[src/rtl/hdr_pkg.sv]
// Shared definitions for the header word server: header geometry,
// FSM state encoding and small word-packing helpers.
package hdr_pkg;

    localparam int HDR_BYTES   = 80;
    localparam int HDR_WORDS   = 20;
    localparam int NONCE_WORD  = 19;
    localparam int NONCE_BYTE0 = 76;

    typedef enum logic [1:0] {
        S_EMPTY = 2'd0,
        S_READY = 2'd1,
        S_SERVE = 2'd2
    } hdr_state_e;

    // Four header bytes to one big-endian word, first byte in bits 31:24.
    function automatic logic [31:0] pack_be(
        input logic [7:0] b0,
        input logic [7:0] b1,
        input logic [7:0] b2,
        input logic [7:0] b3
    );
        return {b0, b1, b2, b3};
    endfunction

    // The nonce is kept numerically but travels little-endian in the header,
    // so word 19 is its byte-reversed image.
    function automatic logic [31:0] nonce_to_word(input logic [31:0] n);
        return {n[7:0], n[15:8], n[23:16], n[31:24]};
    endfunction

endpackage

[src/rtl/nonce_counter.sv]
// Nonce register for the header word server: byte-wise load from the
// header stream, increment, synchronous clear and the sticky exhausted flag.
// Optional feature macro: NONCE_RANGE_EN (stop at nonce_limit instead of
// wrapping at 32'hFFFF_FFFF).
module nonce_counter #(
    parameter logic [31:0] NONCE_RST = 32'h0000_0000
) (
    input  logic        clk,
    input  logic        rst_n,
    input  logic        clear,
    input  logic        ld_en,
    input  logic [1:0]  ld_sel,
    input  logic [7:0]  ld_byte,
    input  logic        inc,
`ifdef NONCE_RANGE_EN
    input  logic [31:0] nonce_limit,
`endif
    output logic [31:0] nonce,
    output logic        exhausted
);

    logic [31:0] nonce_r;
    logic [31:0] nonce_next_s;
    logic        exhausted_r;
    logic        exhausted_next_s;

    // Next nonce/flag: a header byte write wins over an increment in the same cycle.
    always_comb begin
        nonce_next_s     = nonce_r;
        exhausted_next_s = exhausted_r;
        if (ld_en) begin
            case (ld_sel)
                2'd0:    nonce_next_s[7:0]   = ld_byte;
                2'd1:    nonce_next_s[15:8]  = ld_byte;
                2'd2:    nonce_next_s[23:16] = ld_byte;
                2'd3:    nonce_next_s[31:24] = ld_byte;
                default: nonce_next_s        = nonce_r;
            endcase
        end else if (inc) begin
`ifdef NONCE_RANGE_EN
            if (exhausted_r) begin
                nonce_next_s = nonce_r;
            end else if (nonce_r == nonce_limit) begin
                exhausted_next_s = 1'b1;
            end else begin
                nonce_next_s = nonce_r + 32'd1;
            end
`else
            if (nonce_r == 32'hFFFF_FFFF) begin
                exhausted_next_s = 1'b1;
            end else begin
                exhausted_next_s = exhausted_r;
            end
            nonce_next_s = nonce_r + 32'd1;
`endif
        end else begin
            nonce_next_s = nonce_r;
        end
    end

    // Nonce and exhausted registers; clear behaves like reset.
    always_ff @(posedge clk or negedge rst_n) begin
        if (!rst_n) begin
            nonce_r     <= NONCE_RST;
            exhausted_r <= 1'b0;
        end else if (clear) begin
            nonce_r     <= NONCE_RST;
            exhausted_r <= 1'b0;
        end else begin
            nonce_r     <= nonce_next_s;
            exhausted_r <= exhausted_next_s;
        end
    end

    assign nonce     = nonce_r;
    assign exhausted = exhausted_r;

endmodule

[src/rtl/header_word_server.sv]
// Header word server: captures an 80-byte block header byte-serially and
// serves it as big-endian 32-bit words on an addr/rq/data/rdy interface,
// with word 19 replaced by the live nonce counter.
// Optional feature macro: NONCE_RANGE_EN (adds nonce_limit input).
module header_word_server
    import hdr_pkg::*;
#(
    parameter logic [31:0] NONCE_RST = 32'h0000_0000
) (
    input  logic        clk,
    input  logic        rst_n,
    input  logic        clear,
    input  logic        ld_valid,
    input  logic [7:0]  ld_data,
    output logic        loaded,
    input  logic [4:0]  addr,
    input  logic        rq,
    output logic [31:0] data,
    output logic        rdy,
    input  logic        next_nonce,
`ifdef NONCE_RANGE_EN
    input  logic [31:0] nonce_limit,
`endif
    output logic [31:0] nonce,
    output logic        exhausted
);

    hdr_state_e  state_r;
    hdr_state_e  state_next_s;
    logic [7:0]  hdr_mem_r [0:HDR_BYTES-1];
    logic [6:0]  ptr_r;
    logic        rq_d_r;
    logic        loaded_r;
    logic [31:0] data_r;
    logic        rdy_r;

    logic        rq_edge_s;
    logic        ld_take_s;
    logic        last_byte_s;
    logic        serve_start_s;
    logic        nonce_ld_s;
    logic [6:0]  base_s;
    logic [31:0] word_sel_s;
    logic [31:0] nonce_s;

    // Request edge, byte acceptance and serve-start qualifiers.
    always_comb begin
        rq_edge_s     = rq & ~rq_d_r;
        ld_take_s     = (state_r == S_EMPTY) & ld_valid;
        last_byte_s   = ld_take_s & (ptr_r == 7'(HDR_BYTES - 1));
        serve_start_s = (state_r == S_READY) & rq_edge_s;
        nonce_ld_s    = ld_take_s & (ptr_r >= 7'(NONCE_BYTE0));
    end

    // Next-state logic; S_SERVE always lasts exactly one cycle.
    always_comb begin
        state_next_s = state_r;
        case (state_r)
            S_EMPTY: begin
                if (last_byte_s) begin
                    state_next_s = S_READY;
                end else begin
                    state_next_s = S_EMPTY;
                end
            end
            S_READY: begin
                if (rq_edge_s) begin
                    state_next_s = S_SERVE;
                end else begin
                    state_next_s = S_READY;
                end
            end
            S_SERVE: state_next_s = S_READY;
            default: state_next_s = S_EMPTY;
        endcase
    end

    // State register; clear forces the empty state.
    always_ff @(posedge clk or negedge rst_n) begin
        if (!rst_n) begin
            state_r <= S_EMPTY;
        end else if (clear) begin
            state_r <= S_EMPTY;
        end else begin
            state_r <= state_next_s;
        end
    end

    // Word mux; the word is captured on the request edge so a coincident
    // nonce advance cannot leak into the served value.
    always_comb begin
        base_s     = {addr, 2'b00};
        word_sel_s = 32'h0000_0000;
        if (addr < 5'(NONCE_WORD)) begin
            word_sel_s = pack_be(hdr_mem_r[base_s],
                                 hdr_mem_r[base_s + 7'd1],
                                 hdr_mem_r[base_s + 7'd2],
                                 hdr_mem_r[base_s + 7'd3]);
        end else if (addr == 5'(NONCE_WORD)) begin
            word_sel_s = nonce_to_word(nonce_s);
        end else begin
            word_sel_s = 32'h0000_0000;
        end
    end

    // Header byte storage; clear deliberately leaves the contents in place.
    always_ff @(posedge clk or negedge rst_n) begin
        if (!rst_n) begin
            for (int i = 0; i < HDR_BYTES; i++) begin
                hdr_mem_r[i] <= 8'h00;
            end
        end else if (clear) begin
            hdr_mem_r <= hdr_mem_r;
        end else if (ld_take_s) begin
            hdr_mem_r[ptr_r] <= ld_data;
        end else begin
            hdr_mem_r <= hdr_mem_r;
        end
    end

    // Byte pointer and loaded flag.
    always_ff @(posedge clk or negedge rst_n) begin
        if (!rst_n) begin
            ptr_r    <= 7'd0;
            loaded_r <= 1'b0;
        end else if (clear) begin
            ptr_r    <= 7'd0;
            loaded_r <= 1'b0;
        end else begin
            if (ld_take_s) begin
                ptr_r <= ptr_r + 7'd1;
            end else begin
                ptr_r <= ptr_r;
            end
            if (last_byte_s) begin
                loaded_r <= 1'b1;
            end else begin
                loaded_r <= loaded_r;
            end
        end
    end

    // Previous-cycle rq, tracked in every state so a level held across
    // loading does not count as a fresh edge.
    always_ff @(posedge clk or negedge rst_n) begin
        if (!rst_n) begin
            rq_d_r <= 1'b0;
        end else begin
            rq_d_r <= rq;
        end
    end

    // Served word and one-cycle rdy pulse; data holds between serves.
    always_ff @(posedge clk or negedge rst_n) begin
        if (!rst_n) begin
            data_r <= 32'h0000_0000;
            rdy_r  <= 1'b0;
        end else if (clear) begin
            data_r <= data_r;
            rdy_r  <= 1'b0;
        end else if (serve_start_s) begin
            data_r <= word_sel_s;
            rdy_r  <= 1'b1;
        end else begin
            data_r <= data_r;
            rdy_r  <= 1'b0;
        end
    end

    nonce_counter #(
        .NONCE_RST   (NONCE_RST)
    ) u_nonce (
        .clk         (clk),
        .rst_n       (rst_n),
        .clear       (clear),
        .ld_en       (nonce_ld_s),
        .ld_sel      (ptr_r[1:0]),
        .ld_byte     (ld_data),
        .inc         (next_nonce),
`ifdef NONCE_RANGE_EN
        .nonce_limit (nonce_limit),
`endif
        .nonce       (nonce_s),
        .exhausted   (exhausted)
    );

    assign loaded = loaded_r;
    assign data   = data_r;
    assign rdy    = rdy_r;
    assign nonce  = nonce_s;

endmodule

[config.mk]
export PLATFORM = sky130hd
export DESIGN_NAME = header_word_server
export DESIGN_NICKNAME = d
export VERILOG_FILES = /design/src/rtl/hdr_pkg.sv /design/src/rtl/nonce_counter.sv /design/src/rtl/header_word_server.sv
export SDC_FILE = /design/constraint.sdc
export NUM_CORES = 1
export LEC_CHECK = 0
export BUFFER_PORTS_ARGS = -buffer_cell sky130_fd_sc_hd__buf_2
export CAP_MARGIN = 10
export CORE_MARGIN = 3
export CORE_UTILIZATION = 50
export CTS_BUF_LIST = sky130_fd_sc_hd__clkbuf_4 sky130_fd_sc_hd__clkbuf_8
export DETAILED_ROUTE_END_ITERATION = 7
export PLACE_DENSITY = 0.69
export SKIP_LAST_GASP = 1
export SLEW_MARGIN = 0
export SYNTH_ARGS = -nofsm -noshare
export SYNTH_HDL_FRONTEND = slang
export SYNTH_HIERARCHICAL = 1
export SYNTH_SLANG_ARGS = --single-unit
[constraint.sdc]
create_clock -name clk -period 2.45 [get_ports clk]
set_input_delay 0.735 -clock clk [delete_from_list [all_inputs] [get_ports clk]]
set_output_delay 0.735 -clock clk [all_outputs]
set_load 0.005 [all_outputs]
* After elaboration in Yosys (flattened, before gate mapping)
Cells that the tools add are included.
** Word-level totals
- Output and inout port bits :: 67
- Input port bits :: 19
- Word-level logic and storage cells :: 182
- Register bits :: 717
** Cells by class
- Reduce and logical (&&, ||, !) cells :: 15
- Bitwise gates (word level) :: 12
- Equal/unequal tests :: 13
- Order comparisons :: 8
- Add/subtract/negate cells :: 5
- Mux-type cells :: 38
** Operator list (count)
- bitwise mux 640 bit :: 1
- binary-select mux 8 bit (select 7 bit) :: 4
- two-way mux 32 bit :: 5
- two-way mux 8 bit :: 13
- demux 8 bit (select 7 bit) :: 1
- greater-or-equal comparator 8 bit (second input constant) :: 5
- inverter 7 -> 8 bit :: 5
- adder 32 x 1 -> 32 bit (second input constant) :: 1
- equality test 32 bit (second input constant) :: 1
- adder 7 x 1 -> 7 bit (second input constant) :: 2
- adder 7 x 2 -> 7 bit (second input constant) :: 2
- two-way mux 7 bit :: 2
- inequality test 3 x 2 -> 1 bit (second input constant) :: 4
- AND reduction 2 bit :: 6
- two-way mux 1 bit :: 9
- less-than comparator 8 x 1 -> 1 bit (second input constant) :: 1
- nonzero test 2 bit :: 4
- equality test 7 bit (second input constant) :: 1
- greater-or-equal comparator 7 bit (second input constant) :: 1
- equality test 2 bit (second input constant) :: 3
- one-hot mux 2 bit (3 select lines) :: 1
- bitwise AND 1 bit :: 5
- equality test 5 bit (second input constant) :: 1
- less-than comparator 5 bit (second input constant) :: 1
- other kinds (8) :: 12

* Depth between registers and ports, before layout
Gate-level depths: netlist of run 1.
- Word-level depth :: 6
- Mapped depth :: 12
- Depth with buffers taken out :: 8

* Modules after synthesis
The synthesis of run 1 kept the hierarchy.
** By module, submodules not included
- header_word_server :: area each 29927.5 um^2, cells an instance 2250, seq. area each 16315.6 um^2, instances 1
- nonce_counter :: area each 2245.9 um^2, cells an instance 266, seq. area each 825.8 um^2, instances 1

* Worst setup path before layout of run 1
Ideal clock, no wire load.
- Kind :: in2reg
- From :: in ld_valid
- To :: reg u_nonce.nonce_r[27] (netlist: u_nonce/nonce[27])
- Stages on the path :: 9
- Path buffers :: 2
- Arrival :: 2761 ps
- Data required time :: 2356 ps
- Slack :: -405 ps
- Setup time :: 94 ps
- Cells stage by stage :: nor3b_1 > and3_1 > buf_2 > nand2b_1 > and3_1 > clkbuf_1 > nor2_1 > and3_1 > a211oi_1
** Between the ends
- Longest elaborated chain between the ends :: 4
- Elaborated cells on any way between the ends :: 7
- Those cells by class :: eq/ne (1); mux (2); bitwise (2); reduce/logical (2)
** Ends and longest elaborated chain
- start: declaration :: line header_word_server.sv:13 : input logic ld_valid,
- bitwise AND 1 bit * :: line header_word_server.sv:49 : ld_take_s = (state_r == S_EMPTY) & ld_valid;
- bitwise AND 1 bit * :: line header_word_server.sv:52 : nonce_ld_s = ld_take_s & (ptr_r >= 7'(NONCE_BYTE0));
- net nonce_ld_s :: line header_word_server.sv:41 : logic nonce_ld_s;
- inequality test 3 x 2 -> 1 bit (no source line), or another cell as far along
- AND reduction 2 bit (no source line) or two-way mux 32 bit (tied branches)
- end signal: assignment :: line nonce_counter.sv:70 : nonce_r <= nonce_next_s;
- end: declaration :: line nonce_counter.sv:22 : logic [31:0] nonce_r;
The timed path passes the listed nets; every way through them passes the cells marked *.
A chain may end at the register's enable or synchronous reset.

* Worst setup path after layout of run 1
- From :: reg state_r[1]
- To :: reg hdr_mem_r[367] (netlist bit)
** Between the ends
- Longest elaborated chain between the ends :: 3
** Ends and longest elaborated chain
- start: declaration :: line header_word_server.sv:28 : hdr_state_e state_r;
- start signal: assignment :: line header_word_server.sv:85 : state_r <= state_next_s;
- zero test 2 bit :: line header_word_server.sv:49
- bitwise AND 1 bit :: line header_word_server.sv:49
- AND reduction 2 bit (no source line)
- end signal: assignment :: line header_word_server.sv:113 : hdr_mem_r <= hdr_mem_r;
- end signal: indexed assignment :: line header_word_server.sv:115 : hdr_mem_r[ptr_r] <= ld_data;
- end signal: assignment :: line header_word_server.sv:117 : hdr_mem_r <= hdr_mem_r;
- end: declaration :: line header_word_server.sv:30 : logic [7:0] hdr_mem_r [0:HDR_BYTES-1];
Every way passes these cells.

==> results.toml, run 1 <==
[status]
status = "finished, final reports clean"

[route]
drt-total-wl_mm = 90.9
drc = 0
drt_pass1_iterations = 5
dr.first_iter.drc_count = 1774
ant_nets = 0
vias = 22400
wire_per_inst_um = 24.6
viasPerCell = 6.07

[min_path]
hold_start = "rq"
min_to = "rq_d_r"
holdPathStages = 1
hp-class = "input pin to flop"

[timing]
fin_setup_tns_ns = 0
final_max_slew_viol_count = 0
final-hold-violation-count = 0
period_share_pct = 95.8
max_freq_mhz = 426
skew_ns = 0.0365
setup_viol = 0
slew_headroom_pct = 47.0
rsz0062_at_grt = "false"
fin_crit_ns = 2.35
max_slew.worst_pin.slew_ns = 0.795

[worst_setup_path]
worstReg2RegStart = "state_r[1]"
rr_worst_depth = 5
critPathKind = "flop to flop"
r2r-end = "hdr_mem_r[367]"
startpoint_type = "flop"
crit_start = "state_r[1]"
required_ns = 3.03
rrSetupSlack_ns = 0.10
critPathMaxFanout = 8
critPathCaptureType = "flop"
arrival_ns = 2.93

[clock_tree]
clock_path_buffers = 3
htreeDepth = 3
clockRootBuffer = "clkbuf_8"
numCtsBuffers = 110
clk_pin_slew_ns = 0.06
tritoncts = "yes"
clock_latency_ns = 0.72
cts_sinks = 685

[grt]
antenna_found_initial = 5
grt_pass1_wl_mm = 141
grt_pass1_vias = 23600
grt_overflow = 0
grtUsageTotal_pct = 27.3
grt_max_degree = 100

[power_and_ir_drop]
peakVddDrop_mv = 0.410
netSwitchingPower_mw = 5.79
power_frac_comb_pct = 7.0
swShare_pct = 24.0
p_int_mw = 18.3
pwr-share-seq_pct = 48.6
power_density_nw_per_um2 = 634
p_leak_nw = 19.1
clkPwrFrac_pct = 44.4

[finish]
area_delta_synth_final_pct = 18.2
postLayoutCoreUtil_pct = 60.1
drive_above_1_share_pct = 41.6
nets = 2781

[logic_synthesis]
synthTopCellsByArea = "dfrtp_1 53%, mux2_2 21%, mux2i_1 9.0%"
ys_seq_area_share_pct = 53.3
synth-seq-cells = 685
synth_area_leader_cell = "dfrtp_1"
synth-main-ff-cell = "dfrtp_1"
syn-num-nets = 2538
synth_top_cell_area_share_pct = 53.3
syn_area_um2 = 32200
synth_edf_count = 0
ys_types = 71
async_flop_share_pct = 100
synth.most_common_cell = "dfrtp_1"
synth_warnings = 6
synth_commonest_cells = "685 x dfrtp_1, 608 x mux2_2, 289 x mux2i_1"
synth_cells = 2516
syn_avg_cell_area_um2 = 12.8

[floorplanning]
ios = 86
rows = 92
core_area_um2 = 63300
die_h_um = 260
die_x_um = 260
start_util_pct = 50.8
die-area_um2 = 67400

[placement]
port_buffers = 85
gp_congestion = 0.932
dp_hpwl_mm = 59.5

[job]
maxCapViolCount = 0
-- cells in the final DEF (no fill, tap or decap), types with 4 or more instances in the layout --
master | Yosys | final
mux2_2 | 608 | 566
dfrtp_1 | 685 | 685
o21a_1 | 7 | 7
and3_1 | 11 | 11
buf_2 | 5 | 83
bufinv_16 | 0 | 4
a221oi_1 | 33 | 33
o22ai_1 | 65 | 65
a31oi_1 | 34 | 34
a21oi_1 | 36 | 36
mux2i_1 | 289 | 289
o21ai_0 | 49 | 49
nand2_1 | 55 | 55
nand2_2 | 4 | 4
o31ai_1 | 6 | 6
mux2_4 | 0 | 42
buf_12 | 0 | 48
a22oi_1 | 66 | 66
nand2b_1 | 8 | 8
nor2_8 | 7 | 7
inv_1 | 11 | 11
nor2_1 | 136 | 133
nand4_1 | 9 | 9
xor2_1 | 4 | 4
nand3b_1 | 37 | 37
clkinv_2 | 0 | 12
clkbuf_4 | 0 | 31
a211oi_1 | 7 | 7
o22a_1 | 4 | 4
clkbuf_8 | 0 | 143
nor3_1 | 10 | 10
nand3_1 | 56 | 55
buf_4 | 2 | 197
-- power groups by stage --
stage | clock, mW | combinational [mW] | sequential (mW)
CTS | 10.9 | 1.69 | 11.7
floorplan | 0 | 0.921 | 11.9
global route | 11.4 | 1.82 | 11.8
global placement | 0 | 1.65 | 11.9
detailed placement | 0 | 1.69 | 11.9
finish | 10.7 | 1.69 | 11.7
-- state kept, by name, summed over array words and instances, names as in the netlist --
signal / cells
hdr_mem_r: 608
data: 32
u_nonce/nonce: 32
ptr_r: 7
state_r: 2
loaded: 1
rdy: 1
rq_d_r: 1
u_nonce/exhausted: 1
-- critical path, cell delays in order (launching register included) --
cell and delay, ns:
dfrtp_1 0.39, or4b_4 0.59, or4_4 0.45, buf_12 0.20
nor2_8 0.19, mux2_2 0.37
-- metrics by stage --
stage	power (mW)	setup slack (ns)	std cells	hold WS (ns)	instance area [µm²]
after floorplan	12.8	-0.166	2516	0.439	32400
after global placement	13.6	-0.378	3491	0.486	35600
after detailed placement	13.6	-0.431	3491	0.492	35600
after CTS	24.3	0.0305	3687	0.144	38000
after global routing	25.0	0.0223	3689	0.167	38000
final	24.1	0.102	3690	0.203	38000
-- cell type report --
cell class              instances  area (µm²)
diodes                          2        5.00
inverters                      12        45.0
clock inverters                21         230
repair buffers                331        2900
fillers                      5035       25300
multi-input cells            1619       14500
flip-flops and latches        685       17100
clock buffers                 174        2200
well taps                     846        1060
-- worst max-delay path by stage --
stage / endpoint / depth (start not counted) / slack [ns]
floorplan: hdr_mem_r[320] / 6 / -0.17
global placement: hdr_mem_r[359] / 6 / -0.38
detailed placement: hdr_mem_r[495] / 9 / -0.43
CTS: hdr_mem_r[566] / 5 / 0.03
global route: u_nonce/nonce[31] / 8 / 0.02
finish: hdr_mem_r[367] / 5 / 0.10
-- layer usage --
metal	up-vias	share of wire, %	wire [µm]	track usage (%)
met3	192	6.8	6170	5.04
met4	6	3.2	2900	9.93
met5	-	0.037	34	0
li1	9784	-	-	-
met1	11600	44	40100	38.4
met2	792	46	41700	42.3
-- logic make-up (layout without fill, tap and decap cells) --
kind of cell / count (synthesis) / count (layout) / share of synthesized area, %
adders and majority gates: 3 / 3 / 0.117
buffers and inverters: 212 / 538 / 2.52
and+or+nand+nor: 381 / 381 / 6.72
xor gates and xnor gates: 6 / 6 / 0.163
DFF: 685 / 685 / 53.3
other: 0 / 2 / 0
muxes: 897 / 897 / 30.3
AOI/OAI and AO/OA: 332 / 332 / 6.93
-- repair_timing --
| item | in CTS | in global routing |
|---|---|---|
| buffers inserted | 0 | 1 |
| hold buffers | 1 | 0 |
| gates resized for setup | 0 | 2 |
| endpoints found under the hold margin | 22 | 0 |
| endpoints found under the setup margin | 0 | 51 |
No activity file was read; power rests on OpenSTA's default activity.
==> run 2, diff against run 1 <==
GPL_TIMING_DRIVEN = 0   (was default)
==> run 2 against run 1 <==
  * The run now ends with negative setup slack left
  * Final cell count fell by 0.49%
  * Maximum frequency decreased by 8.5%
  * Combinational power up 11%
==> results.toml, run 2 (synthesis gave the netlist of run 1 again) <==
[route]
top_layer = "met5"
vias = 23400
wl_met1_mm = 44.5
drc = 0
drt-total-wl_mm = 109
wl_met3_mm = 9.19
wl_met2_mm = 49.7
wire_per_inst_um = 29.8
ant_nets = 0
viasPerCell = 6.37
drt_pass1_iterations = 6
dr.first_iter.drc_count = 2440

[clock_tree]
htreeDepth = 3
clockRootBuffer = "clkbuf_8"
clock_path_buffers = 3
numCtsBuffers = 112
tritoncts = "yes"
cts_sinks = 685
clk_pin_slew_ns = 0.06
clock_latency_ns = 0.74

[grt]
grt_pass1_vias = 23400
antenna_found_initial = 5
grt_overflow = 0
grt_max_degree = 128
grtUsageTotal_pct = 32.2
grt_pass1_wl_mm = 158

[worst_setup_path]
rr_worst_depth = 9
worstReg2RegStart = "state_r[1]"
r2r-end = "u_nonce/nonce[8]"
arrival_ns = 3.20
critPathMaxFanout = 10
critPathCaptureType = "flop"
critPathKind = "input pin to flop"
rrSetupSlack_ns = -0.06
startpoint_type = "input pin"
required_ns = 3.09

[status]
failed_checks = "negative setup slack"
status = "complete, but fails checks"

[placement]
dp_hpwl_mm = 76.6
gp_congestion = 0.993
port_buffers = 83
placedCellCount = 3451

[timing]
worst_slack_ns = -0.116
final-hold-violation-count = 0
max_freq_mhz = 390
final_max_slew_viol_count = 0
setup_viol = 11
fin_setup_tns_ns = -0.578
period_share_pct = 105
max_slew.worst_pin.slew_ns = 1.08
slew_headroom_pct = 27.8
skew_ns = 0.0370
rsz0062_at_grt = "true"
fin_crit_ns = 2.57

[min_path]
hp-class = "input pin to asynchronous set/reset pin"

[finish]
drive_above_1_share_pct = 39.6
area_delta_synth_final_pct = 16.2
largest_reg_flops = 608
regMostFlops = "hdr_mem_r"
stdcell_count = 3672
final_cell_mix = "680 x dfrtp_1, 552 x mux2_2, 289 x mux2i_1"
final_common_cell = "dfrtp_1"
nets = 2760

[power_and_ir_drop]
power_density_nw_per_um2 = 645
peakVddDrop_mv = 0.405
p_leak_nw = 18.4

[floorplanning]
core_area_um2 = 63300
ios = 86
rows = 92
die_x_um = 260
die_h_um = 260
die-area_um2 = 67400
start_util_pct = 50.8

[job]
maxCapViolCount = 0
-- run 2: cell count changes in the layout (fill, tap and decap cells not counted), moves of 12 or more --
cell and delta:
mux2_4 +14, clkbuf_4 +22, buf_12 -43, nand2_1 -13, buf_4 -170, mux2_2 -14, clkbuf_1 +110, a221oi_2 +13
buf_1 +23, nor2_4 +31, nand2_2 +12, nor2_1 -32, clkbuf_2 +31, a221oi_1 -14
-- run 2: report_power, final --
part / switching [mW] / total, mW / internal, mW
clock: 4.66 / 10.5 / 5.82
sequential: 0.162 / 11.7 / 11.6
combinational: 1.29 / 1.88 / 0.594
-- run 2: area by class of cell --
| type | instances | area [µm²] |
|---|---|---|
| fill | 5129 | 25900 |
| sequential | 685 | 17100 |
| multi-input combinational | 1619 | 15100 |
| clock buffer | 179 | 2180 |
| tap | 846 | 1060 |
| buffer | 191 | 876 |
| timing repair buffer | 117 | 835 |
| clock inverter | 20 | 175 |
| inverter | 12 | 48.8 |
| antenna | 3 | 7.51 |
-- run 2: metrics by stage --
stage / hold slack, ns / worst slack [ns] / area [µm²] / util [%] / total power, mW
5_1_grt: 0.139 / -0.0705 / 37400 / 59.1 / 24.9
6_report: 0.102 / -0.116 / 37400 / 59.1 / 24.1
4_1_cts: 0.0991 / -0.0808 / 37200 / 58.7 / 24.1
3_3_place_gp: 0.486 / -13.17 / 33900 / 53.5 / 13.6
2_1_floorplan: 0.439 / -0.166 / 32400 / - / 12.8
3_5_place_dp: 0.493 / -1.43 / 34000 / 53.7 / 13.7
-- run 2: critical path: stages --
cell      delay [ns]
clkbuf_1        0.36
clkbuf_2        0.46
clkbuf_2        0.45
mux2i_1         0.14
a22oi_1         0.44
nand3_1         0.38
a31oi_1         0.23
-- run 2: per-layer routing --
layer / global-route usage [%] / up-vias
met4: 16.9 / 6
li1: - / 9722
met1: 43.6 / 12300
met3: 6.90 / 267
met5: 0 / -
met2: 49.1 / 1140
-- run 2: how the worst max path moves through the flow --
stage,start,endpoint,cells past startpoint
2_1_floorplan,clear,hdr_mem_r[320],6
3_3_place_gp,rst_n,hdr_mem_r[121],1
3_5_place_dp,addr[1],data[10],7
4_1_cts,ptr_r[1],hdr_mem_r[254],4
5_1_grt,state_r[1],u_nonce/nonce[8],9
6_report,addr[1],data[26],7
-- run 2: repair_timing --
action                     4_1_cts  5_1_grt
setup endpoints to repair      669      413
hold buffers                     0        0
gates cloned                     0        0
gates resized for setup        191       56
setup buffers                   24        4
pin swaps                       19       13
